**config.mk**
```make
export PLATFORM = sky130hd
export DESIGN_NAME = uart_tx_arbiter
export DESIGN_NICKNAME = d
export VERILOG_FILES = /design/src/rtl/uart_tx_arbiter.sv
export SDC_FILE = /design/constraint.sdc
export NUM_CORES = 1
export LEC_CHECK = 0
export BUFFER_PORTS_ARGS = -buffer_cell sky130_fd_sc_hd__buf_2
export CORE_MARGIN = 5
export CORE_UTILIZATION = 40
export DETAILED_ROUTE_END_ITERATION = 7
export PLACE_DENSITY_LB_ADDON = 0.1
export SLEW_MARGIN = 0
export SYNTH_ARGS = -nofsm -noshare
export SYNTH_HDL_FRONTEND = slang
export SYNTH_SLANG_ARGS = --single-unit
```
**constraint.sdc**
```tcl
create_clock -name top_clk -period 2.45 [get_ports top_clk]
set_input_delay 0.3675 -clock top_clk [delete_from_list [all_inputs] [get_ports top_clk]]
set_output_delay 0.3675 -clock top_clk [all_outputs]
set_load 0.01 [all_outputs]
```
**src/rtl/uart_tx_arbiter.sv**
```systemverilog
// uart_tx_arbiter: shares one UART transmitter between two framed byte
// requesters, round-robin between frames, with a per-byte watchdog.
module uart_tx_arbiter #(
    parameter logic [15:0] WDOG = 16'd50000
) (
    input  logic       top_clk,
    input  logic       top_rst_n,
    input  logic       req0,
    input  logic       req1,
    input  logic [7:0] data0,
    input  logic [7:0] data1,
    input  logic       last0,
    input  logic       last1,
    output logic       ack0,
    output logic       ack1,
    output logic       gnt0,
    output logic       gnt1,
    output logic       tx_start,
    output logic [7:0] tx_bus,
    input  logic       tx_done_tick,
    output logic       err
);

    typedef enum logic [1:0] {
        S_IDLE,
        S_START,
        S_WAIT,
        S_NEXT
    } state_t;

    state_t      r_state;
    state_t      w_state_nxt;
    logic        r_gnt;
    logic        r_owner;
    logic        r_rr;
    logic        r_last;
    logic [7:0]  r_tx_bus;
    logic [15:0] r_wdog;

    logic        w_gnt_nxt;
    logic        w_owner_nxt;
    logic        w_rr_nxt;
    logic        w_load;
    logic        w_err;
    logic        w_pick;
    logic        w_own_req;
    logic        w_expire;
    logic [7:0]  w_sel_data;
    logic        w_sel_last;

    // Contention goes to the rr pointer; a lone request wins outright.
    always_comb begin
        w_pick = r_rr;
        if (req0 && !req1) begin
            w_pick = 1'b0;
        end else if (req1 && !req0) begin
            w_pick = 1'b1;
        end
    end

    assign w_own_req  = r_owner ? req1 : req0;
    assign w_expire   = (r_wdog == WDOG - 16'd1);
    assign w_sel_data = w_owner_nxt ? data1 : data0;
    assign w_sel_last = w_owner_nxt ? last1 : last0;

    always_comb begin
        w_state_nxt = r_state;
        w_gnt_nxt   = r_gnt;
        w_owner_nxt = r_owner;
        w_rr_nxt    = r_rr;
        w_load      = 1'b0;
        w_err       = 1'b0;
        unique case (r_state)
            S_IDLE: begin
                if (req0 || req1) begin
                    w_owner_nxt = w_pick;
                    w_gnt_nxt   = 1'b1;
                    w_load      = 1'b1;
                    w_state_nxt = S_START;
                end
            end
            S_START: begin
                w_state_nxt = S_WAIT;
            end
            S_WAIT: begin
                // A done tick on the expiry cycle still completes the byte.
                if (tx_done_tick) begin
                    if (r_last) begin
                        w_gnt_nxt   = 1'b0;
                        w_rr_nxt    = ~r_owner;
                        w_state_nxt = S_IDLE;
                    end else begin
                        w_state_nxt = S_NEXT;
                    end
                end else if (w_expire) begin
                    w_err       = 1'b1;
                    w_gnt_nxt   = 1'b0;
                    w_rr_nxt    = ~r_owner;
                    w_state_nxt = S_IDLE;
                end
            end
            S_NEXT: begin
                if (w_own_req) begin
                    w_load      = 1'b1;
                    w_state_nxt = S_START;
                end
            end
            default: begin
                w_state_nxt = S_IDLE;
            end
        endcase
    end

    always_ff @(posedge top_clk or negedge top_rst_n) begin
        if (!top_rst_n) begin
            r_state  <= S_IDLE;
            r_gnt    <= 1'b0;
            r_owner  <= 1'b0;
            r_rr     <= 1'b0;
            r_last   <= 1'b0;
            r_tx_bus <= 8'h00;
        end else begin
            r_state <= w_state_nxt;
            r_gnt   <= w_gnt_nxt;
            r_owner <= w_owner_nxt;
            r_rr    <= w_rr_nxt;
            if (w_load) begin
                r_tx_bus <= w_sel_data;
                r_last   <= w_sel_last;
            end
        end
    end

    // Saturating so a very large WDOG can never wrap the count.
    always_ff @(posedge top_clk or negedge top_rst_n) begin
        if (!top_rst_n) begin
            r_wdog <= 16'd0;
        end else if (r_state == S_START) begin
            r_wdog <= 16'd0;
        end else if (r_state == S_WAIT && r_wdog != 16'hFFFF) begin
            r_wdog <= r_wdog + 16'd1;
        end
    end

    assign tx_start = (r_state == S_START);
    assign ack0     = tx_start && !r_owner;
    assign ack1     = tx_start && r_owner;
    assign gnt0     = r_gnt && !r_owner;
    assign gnt1     = r_gnt && r_owner;
    assign tx_bus   = r_tx_bus;
    assign err      = w_err;

    a_one_gnt: assert property (
        @(posedge top_clk) disable iff (!top_rst_n) !(gnt0 && gnt1));
    a_one_ack: assert property (
        @(posedge top_clk) disable iff (!top_rst_n) !(ack0 && ack1));

endmodule

```
# [Yosys cells after proc, flatten, opt, wreduce, memory -nomap -nowiden]
# Index checks and enable logic that the tools add are counted.
[totals] input_bits=23 regBits=30 latch_bits=0 memories=0 romBits=0 ram_bits=0
[op_classes] div_mod_pow=0 n_shift=0 magnitude_cmp=0 reduce_logical=18 eq_ne=10 muxes=29 n_mul=0 n_addsub=1 bitwise_logic=1
[ops] operator="two-way mux 16 bit" n=2
[ops] operator="two-way mux 1 bit" n=18
[ops] operator="adder 16 x 1 -> 16 bit (second input constant)" n=1
[ops] operator="equality test 16 bit (second input constant)" n=1
[ops] operator="!= test 16 bit (second input constant)" n=1
[ops] operator="two-way mux 2 bit" n=5
[ops] operator="two-way mux 8 bit" n=1
[ops] operator="one-hot mux 2 bit (4 select lines)" n=1
[ops] operator="logical AND 1 bit" n=7
[ops] operator="!= test 3 bit (second input constant)" n=2
[ops] operator="AND reduction 3 bit" n=2
[ops] operator="nonzero test 2 bit" n=3
[ops] operator="equality test 2 bit (second input constant)" n=2
[ops] operator="!= test 2 bit (second input constant)" n=2
[ops] operator="one-hot mux 1 bit (2 select lines)" n=2
[ops] operator="AND reduction 4 bit" n=1
[ops] operator="logical NOT 1 bit" n=3
[ops] operator="equality test 2 x 1 -> 1 bit (second input constant)" n=1
[ops] operator="logical NOT 2 bit" n=1
[ops] operator="!= test 2 x 1 -> 1 bit (second input constant)" n=1
[ops] operator="logical OR 1 bit" n=1
[ops] operator="NOT 1 bit" n=1

# [Depth between registers and ports, before layout]
# Gate-level depths: netlist of the first run.
[logic_depth] ltp_word=7 mapped_depth=7 ltp_nobuf=6

# [Worst setup path after synthesis of the first run]
# No wires, ideal clock.
[synth_timing] path_kind="register to register" startpoint="register r_state[0]" endpoint="register r_last" setup_ps=125 path_stages_with_launch=7 path_slack_ps=519 required_time_ps=2325 path_buffers=0 arrival_time_ps=1807 cell_sequence="dfrtp_1 -> inv_1 -> ha_1 -> a21oi_1 -> a31oi_2 -> mux2_2 -> mux2_2"
[synth_via] elab_chain_cells=3 elab_cells_between_ends=5 cone_classes="eq/ne: 1; mux: 3; reduce/logical: 1"
[synth_rtl] item="from (decl)" line="31" rtl="state_t r_state;"
[synth_rtl] item="from (signal assigned)" line="123" rtl="r_state <= w_state_nxt;"
[synth_rtl] item="logical NOT 2 bit" line="73" rtl="unique case (r_state)"
[synth_rtl] item="two-way mux 1 bit" line="73"
[synth_rtl] item="via w_owner_nxt" line="41" rtl="logic w_owner_nxt;"
[synth_rtl] item="two-way mux 1 bit" line="64" rtl="assign w_sel_last = w_owner_nxt ? last1 : last0;"
[synth_rtl] item="to (signal assigned)" line="129" rtl="r_last <= w_sel_last;"
[synth_rtl] item="to (decl)" line="36" rtl="logic r_last;"
# The timed path passes the listed nets, and every way through them passes these cells.
# A chain may end at the register's enable or synchronous reset.

# [Worst setup path in the final report of the first run]
[layout_timing] startpoint="register r_wdog[4]" endpoint="output port err"
[layout_via] elab_chain_cells=4
[layout_rtl] item="from (decl)" line="38" rtl="logic [15:0] r_wdog;"
[layout_rtl] item="from (signal assigned)" line="141" rtl="r_wdog <= r_wdog + 16'd1;"
[layout_rtl] item="equality test 16 bit" line="62" rtl="assign w_expire = (r_wdog == WDOG - 16'd1);"
[layout_rtl] item="two-way mux 1 bit" line="95" rtl="end else if (w_expire) begin"
[layout_rtl] item="two-way mux 1 bit" line="87" rtl="if (tx_done_tick) begin"
[layout_rtl] item="two-way mux 1 bit" line="73"
[layout_rtl] item="to (decl)" line="21" rtl="output logic err"
# No other way between the ends.

==> results of run 1 <==
[report_power, final]
| group | switching [mW] | leakage [nW] | internal, mW |
|---|---|---|---|
| combinational | 0.457 | 0.531 | 0.462 |
| clock | 0.186 | 0.0482 | 0.226 |
| sequential | 0.0922 | 0.385 | 0.625 |
[how the worst max path moves through the flow]
| stage | to | cells after the start | slack, ns |
|---|---|---|---|
| 4_1_cts | err | 4 | 0.15 |
| 6_report | err | 4 | 0.16 |
| 3_3_place_gp | tx_bus[7] | 7 | 0.50 |
| 5_1_grt | err | 4 | 0.06 |
| 2_1_floorplan | r_last | 6 | 0.52 |
| 3_5_place_dp | tx_bus[0] | 7 | 0.46 |
[cell families after synthesis]
family / synth area share
multiplexers: 0.1528
AND/OR/NAND/NOR: 0.2481
flip-flops: 0.4112
buffers and inverters: 0.02605
AO/OA/AOI/OAI: 0.1275
adder cells (fa/ha/maj): 0.03427
[through the flow]
stage                     setup slack [ns]  cells
final                               0.1627    264
after global routing               0.06303    264
after CTS                           0.1535    264
after detailed placement            0.4592    256
after global placement              0.4955    256
after floorplan                     0.5186    169
[flip-flops by register name, indices dropped and copies added (netlist names)]
name and count:
r_wdog 16, r_state 2, r_rr 1, r_owner 1, tx_bus 8, r_gnt 1, r_last 1
[layer usage]
| metal | part of all wire | vias to the layer above | GRT usage |
|---|---|---|---|
| met2 | 0.49 | 31 | 0.2391 |
| met1 | 0.45 | 724 | 0.1848 |
| li1 | - | 723 | - |
| met4 | 0.014 | 0 | 0.04639 |
| met5 | 0 | - | 0 |
| met3 | 0.046 | 6 | 0.04514 |
[placed cells by master (no fill, tap or decap), types with 3 or more instances in the layout]
master / Yosys / routed
dfrtp_1: 30 / 30
clkbuf_8: 0 / 6
nor2_1: 7 / 7
mux2i_1: 5 / 5
or3_1: 3 / 3
nor2b_1: 5 / 5
o31ai_1: 5 / 5
buf_4: 0 / 3
nand2_1: 9 / 9
ha_1: 5 / 5
nand3_1: 4 / 4
a21oi_1: 12 / 12
mux2_2: 18 / 18
nor3_1: 5 / 5
buf_2: 2 / 36
or4_1: 6 / 6
o21ai_0: 5 / 5
inv_1: 8 / 8
[layout make-up]
class,count,share of cell area
Clock inverter,1,0.002309
Inverter,8,0.01386
Multi-Input combinational cell,127,0.4740
Clock buffer,7,0.03984
Timing Repair Buffer,39,0.09353
Sequential cell,30,0.3464
Tap cell,52,0.03002
[worst reg2reg max path, cell delays in order (launching register included)]
cell and delay, ns:
dfrtp_1 0.40, inv_1 0.11, ha_1 0.28, a21oi_1 0.11, a31oi_2 0.17, buf_4 0.22, mux2_2 0.35, mux2_2 0.26
==> impl_metrics.yaml, run 1 <==
floorplanning:
  num_rows: 24
  core_sq_um: 4384
  die-height_um: 77.56
  die_area_sq_um: 6015
  io_pins: 37
  die_w_um: 77.56
  start_util: 0.4164
setup_path:
  path_buf_inv: 1
  cpLargestDelayFamily: "simple AND/OR/NAND/NOR gates"
  r2r_setup_slack_ns: 0.44
  crit_start: "r_wdog[4]"
  slowest_stage: "or4b_4"
  crit_arrival_ns: 1.92
  ff2ff_path_depth: 7
  slowest_delay_ns: 0.56
  start_kind: "flop"
  criticalPathCategory: "flop to output pin"
  crit_chain: "or4b_4, nor4_4, and3b_1, buf_2"
  required_ns: 2.08
  cp_max_fo: 7
  end_kind: "output pin"
  r2r_end: "tx_bus[1]"
  timing.rr.start: "r_state[0]"
final_layout:
  synthToLayoutAreaGrowth_pct: 18.71
  nets: 239
  diodes: 0
  fillerInstances: 402
  layout-drive-gt1-share: 0.3726
  multi_input_area_sq_um: 1027
  utilization: 0.4943
  seqCellArea_sq_um: 750.7
  design_area_sq_um: 2167
logic_synthesis:
  synthArstFlopShare: 1.000
  syn_avg_cell_area_sq_um: 10.80
  yosys-top-cells-area: "dfrtp_1 (41%), mux2_2 (11%), ha_1 (3.4%), a21oi_1 (3.3%), mux2i_1 (2.7%)"
  synth_top_area_frac: 0.4112
  syn_inst: 169
  synth_warnings: 0
  synth_commonest_cells: "dfrtp_1 (30), mux2_2 (18), a21oi_1 (12)"
  post-synth-top-area-cell: "dfrtp_1"
  synthDistinctLibCells: 47
  synth_edf_count: 0
  synth_ff_type: "dfrtp_1"
  synth_seq_cells: 30
  synth_fp_nets: 197
  post-synth-top-count-cell: "dfrtp_1"
  netlist_area_sq_um: 1826
  synth-seq-area-share: 0.4112
timing:
  hold_viol: 0
  drv_slew: 0
  setup_tns_ns: 0
  fin_crit_ns: 2.287
  clock_skew_ns: 0.003270
  relSlewSlack: 0.5349
  finalSetupViolCount: 0
  max_freq_mhz: 437.2
  fin_crit_sh: 0.9336
  holdWs_ns: 0.1334
  tightest_slew_ns: 0.6977
  rsz0062_at_grt: "false"
drt:
  drcViolationCount: 0
  drtPass1Iterations: 4
  wl_um: 4106
  dr.first_iter.drc_count: 97
  antenna_left: 0
  num_vias: 1484
  detail_route.wl_per_cell_um: 15.55
  viasPerCell: 5.621
power:
  peakVddDrop_uv: 507.2
  power_density_nw_per_um2: 945.6
  design_power_total_mw: 2.049
  power.leakage_nw: 0.9650
global_routing:
  grt_usage: 0.1463
  overflow: 0
  grt_pass1_vias: 1481
  grt_pass1_wl_um: 7107
  grt_start_max_net_pins: 31
  grt_antenna_before_repair: 0
clock_tree:
  ctsHoldBuffers: 0
  root_buffer: "clkbuf_8"
  cts_made_buffers: 5
  clk_pin_slew_ns: 0.07
  cts_resized: 0
  clockBufferDepth: 2
  htreeDepth: 2
  clkSinkCount: 30
  clock_latency_ns: 0.28
  cts_setup_buffers: 0
  cts_tree: "built"
place:
  io_buffers: 36
  place_area_sq_um: 2076
  gp_congestion: 0.7821
  hpwl_um: 3026
outcome:
  status: "finished clean"
run:
  cap_violations: 0
hold_path:
  hp-class: "input pin to async pin"
No activity file was read; power rests on OpenSTA's default activity.
==> run 2, diff against run 1 <==
ABC_AREA = 1   (was default)
CAP_MARGIN = 10   (was default)
CORE_MARGIN = 10   (was 5)
==> run 2 against run 1 <==
  * Synthesized cell count rose by 57%
  * Flip-flop and latch count unchanged
  * Highest routed layer unchanged
  * Count of clock-buffer cells in the layout is 1 lower
  * Largest cell class unchanged
  * Core utilization decreased by 0.84 points
==> impl_metrics.yaml, run 2 <==
timing:
  max_freq_mhz: 482.8
  holdWs_ns: 0.1221
  hold_viol: 0
  worst_slack_ns: 0.3788
  setup_tns_ns: 0
  finalSetupViolCount: 0
  fin_crit_ns: 2.071
  rsz0062_at_grt: "false"
  tightest_slew_ns: 0.6836
  drv_slew: 0
  clock_skew_ns: 0.005511
  relSlewSlack: 0.5443
  fin_crit_sh: 0.8454
drt:
  antenna_left: 0
  detail_route.wl_per_cell_um: 13.29
  viasPerCell: 4.936
  num_vias: 1777
  dr.first_iter.drc_count: 95
  drcViolationCount: 0
  drtPass1Iterations: 4
  wl_um: 4786
logic_synthesis:
  synth_commonest_cells: "nand2_1 (76), nor2_1 (38), dfrtp_1 (30)"
  synth_fp_nets: 293
  syn_inst: 265
  syn_avg_cell_area_sq_um: 7.163
  synthDistinctLibCells: 25
  synth-seq-area-share: 0.3955
  synth_seq_cells: 30
  synth_warnings: 0
  synth_top_area_frac: 0.3955
  synthArstFlopShare: 1.000
  synth_edf_count: 0
  post-synth-top-area-cell: "dfrtp_1"
  netlist_area_sq_um: 1898
  yosys-top-cells-area: "dfrtp_1 (40%), nand2_1 (15%), nor2_1 (7.5%), nand3_1 (7.4%), a21oi_1 (4.7%)"
  synth_ff_type: "dfrtp_1"
  post-synth-top-count-cell: "nand2_1"
power:
  peakVddDrop_uv: 558.7
  power.leakage_nw: 1.060
  power_density_nw_per_um2: 1020
clock_tree:
  root_buffer: "clkbuf_8"
  cts_made_buffers: 5
  cts_setup_buffers: 0
  clockBufferDepth: 2
  clock_latency_ns: 0.28
  clkSinkCount: 30
  cts_resized: 0
  ctsHoldBuffers: 0
  cts_tree: "built"
  clk_pin_slew_ns: 0.07
  htreeDepth: 2
final_layout:
  mostFrequentLayoutCells: "nand2_1 (76), nor2_1 (38), buf_2 (36)"
  final_common_cell: "nand2_1"
  nets: 333
  diodes: 0
  layout-drive-gt1-share: 0.1863
  max_flop_register: "r_wdog"
  largest_reg_flops: 16
  synthToLayoutAreaGrowth_pct: 19.31
floorplanning:
  die_area_sq_um: 7901
  num_rows: 25
  die-height_um: 88.89
  start_util: 0.4072
  die_w_um: 88.89
  core_sq_um: 4661
  io_pins: 37
global_routing:
  grt_usage: 0.1299
  grt_pass1_vias: 1789
  grt_antenna_before_repair: 0
  grt_start_max_net_pins: 31
  overflow: 0
  grt_pass1_wl_um: 8100
place:
  hpwl_um: 3610
  io_buffers: 36
  pre_cts_slack_ns: 0.5482
  gp_congestion: 0.8068
setup_path:
  required_ns: 2.08
  criticalPathCategory: "flop to output pin"
  cp_max_fo: 7
  end_kind: "output pin"
  start_kind: "flop"
  crit_arrival_ns: 1.70
hold_path:
  hp-class: "input pin to async pin"
outcome:
  status: "finished clean"
run:
  cap_violations: 0
[run 2: cell count changes after synthesis, sizes merged, moves of 6 or more]
| cell | previous run | this run |
|---|---|---|
| nand2 | 9 | 77 |
| nor2 | 7 | 42 |
| nand3 | 6 | 28 |
| mux2 | 20 | 0 |
| inv | 8 | 21 |
| o21ai | 6 | 16 |
| nor2b | 6 | 0 |
| or4 | 6 | 0 |
[run 2: final timing paths]
path | from | endpoint | slack [ns] | cells after the start
hold / removal | top_rst_n | r_wdog[13] | 0.12 | 1
max in group asynchronous | top_rst_n | r_rr | 1.88 | 1
setup / recovery | r_wdog[0] | err | 0.38 | 6
hold reg to reg | r_gnt | r_gnt | 0.50 | 2
min in group top_clk | data0[6] | tx_bus[6] | 0.35 | 3
setup reg to reg | r_wdog[0] | r_wdog[11] | 0.55 | 8
[run 2: worst max-delay path: stages (launching register included)]
cell     delay [ns]
dfrtp_1        0.41
ha_1           0.31
nand3_1        0.17
nor2_1         0.12
nand2_1        0.11
nor3_1         0.14
buf_2          0.16
[run 2: final cells by class]
type                    instances  area [sq um]
well taps                      54         67.56
clock buffers                   6         82.58
flip-flops and latches         30         750.7
fillers                       497          2396
repair buffers                 37         187.7
multi-input cells             208          1030
clock inverters                 2         60.06
inverters                      23         86.33
[run 2: cell families after synthesis]
logic type	count (synthesis)	synth area share
compound gates	41	0.1299
xor+xnor	3	0.01385
fa+ha+maj	5	0.03296
buf+inv	27	0.06196
simple gates	159	0.3659
flops	30	0.3955
[run 2: power by group]
group	total (mW)	internal (mW)	leakage (nW)	switching, mW
clock network	0.623	0.434	0.0714	0.189
logic	0.965	0.328	0.605	0.638
registers	0.723	0.626	0.384	0.0972
[run 2: through the flow]
step           instances  instance area (sq um)  power (mW)    util
2_1_floorplan        265                   1898       1.433       -
3_3_place_gp         352                   2122       1.692  0.4553
3_5_place_dp         352                   2122       1.713  0.4553
4_1_cts              360                   2265       2.352  0.4859
5_1_grt              360                   2265       2.510  0.4859
6_report             360                   2265       2.311  0.4859
[run 2: metal layers]
metal | wire, um | share of wire | vias to the layer above | track usage
met2 | 2304 | 0.48 | 27 | 0.2188
met4 | 53 | 0.011 | 0 | 0.04405
met1 | 2200 | 0.46 | 803 | 0.1496
met5 | 0 | 0 | - | 0
met3 | 228 | 0.048 | 5 | 0.04420
li1 | - | - | 942 | -
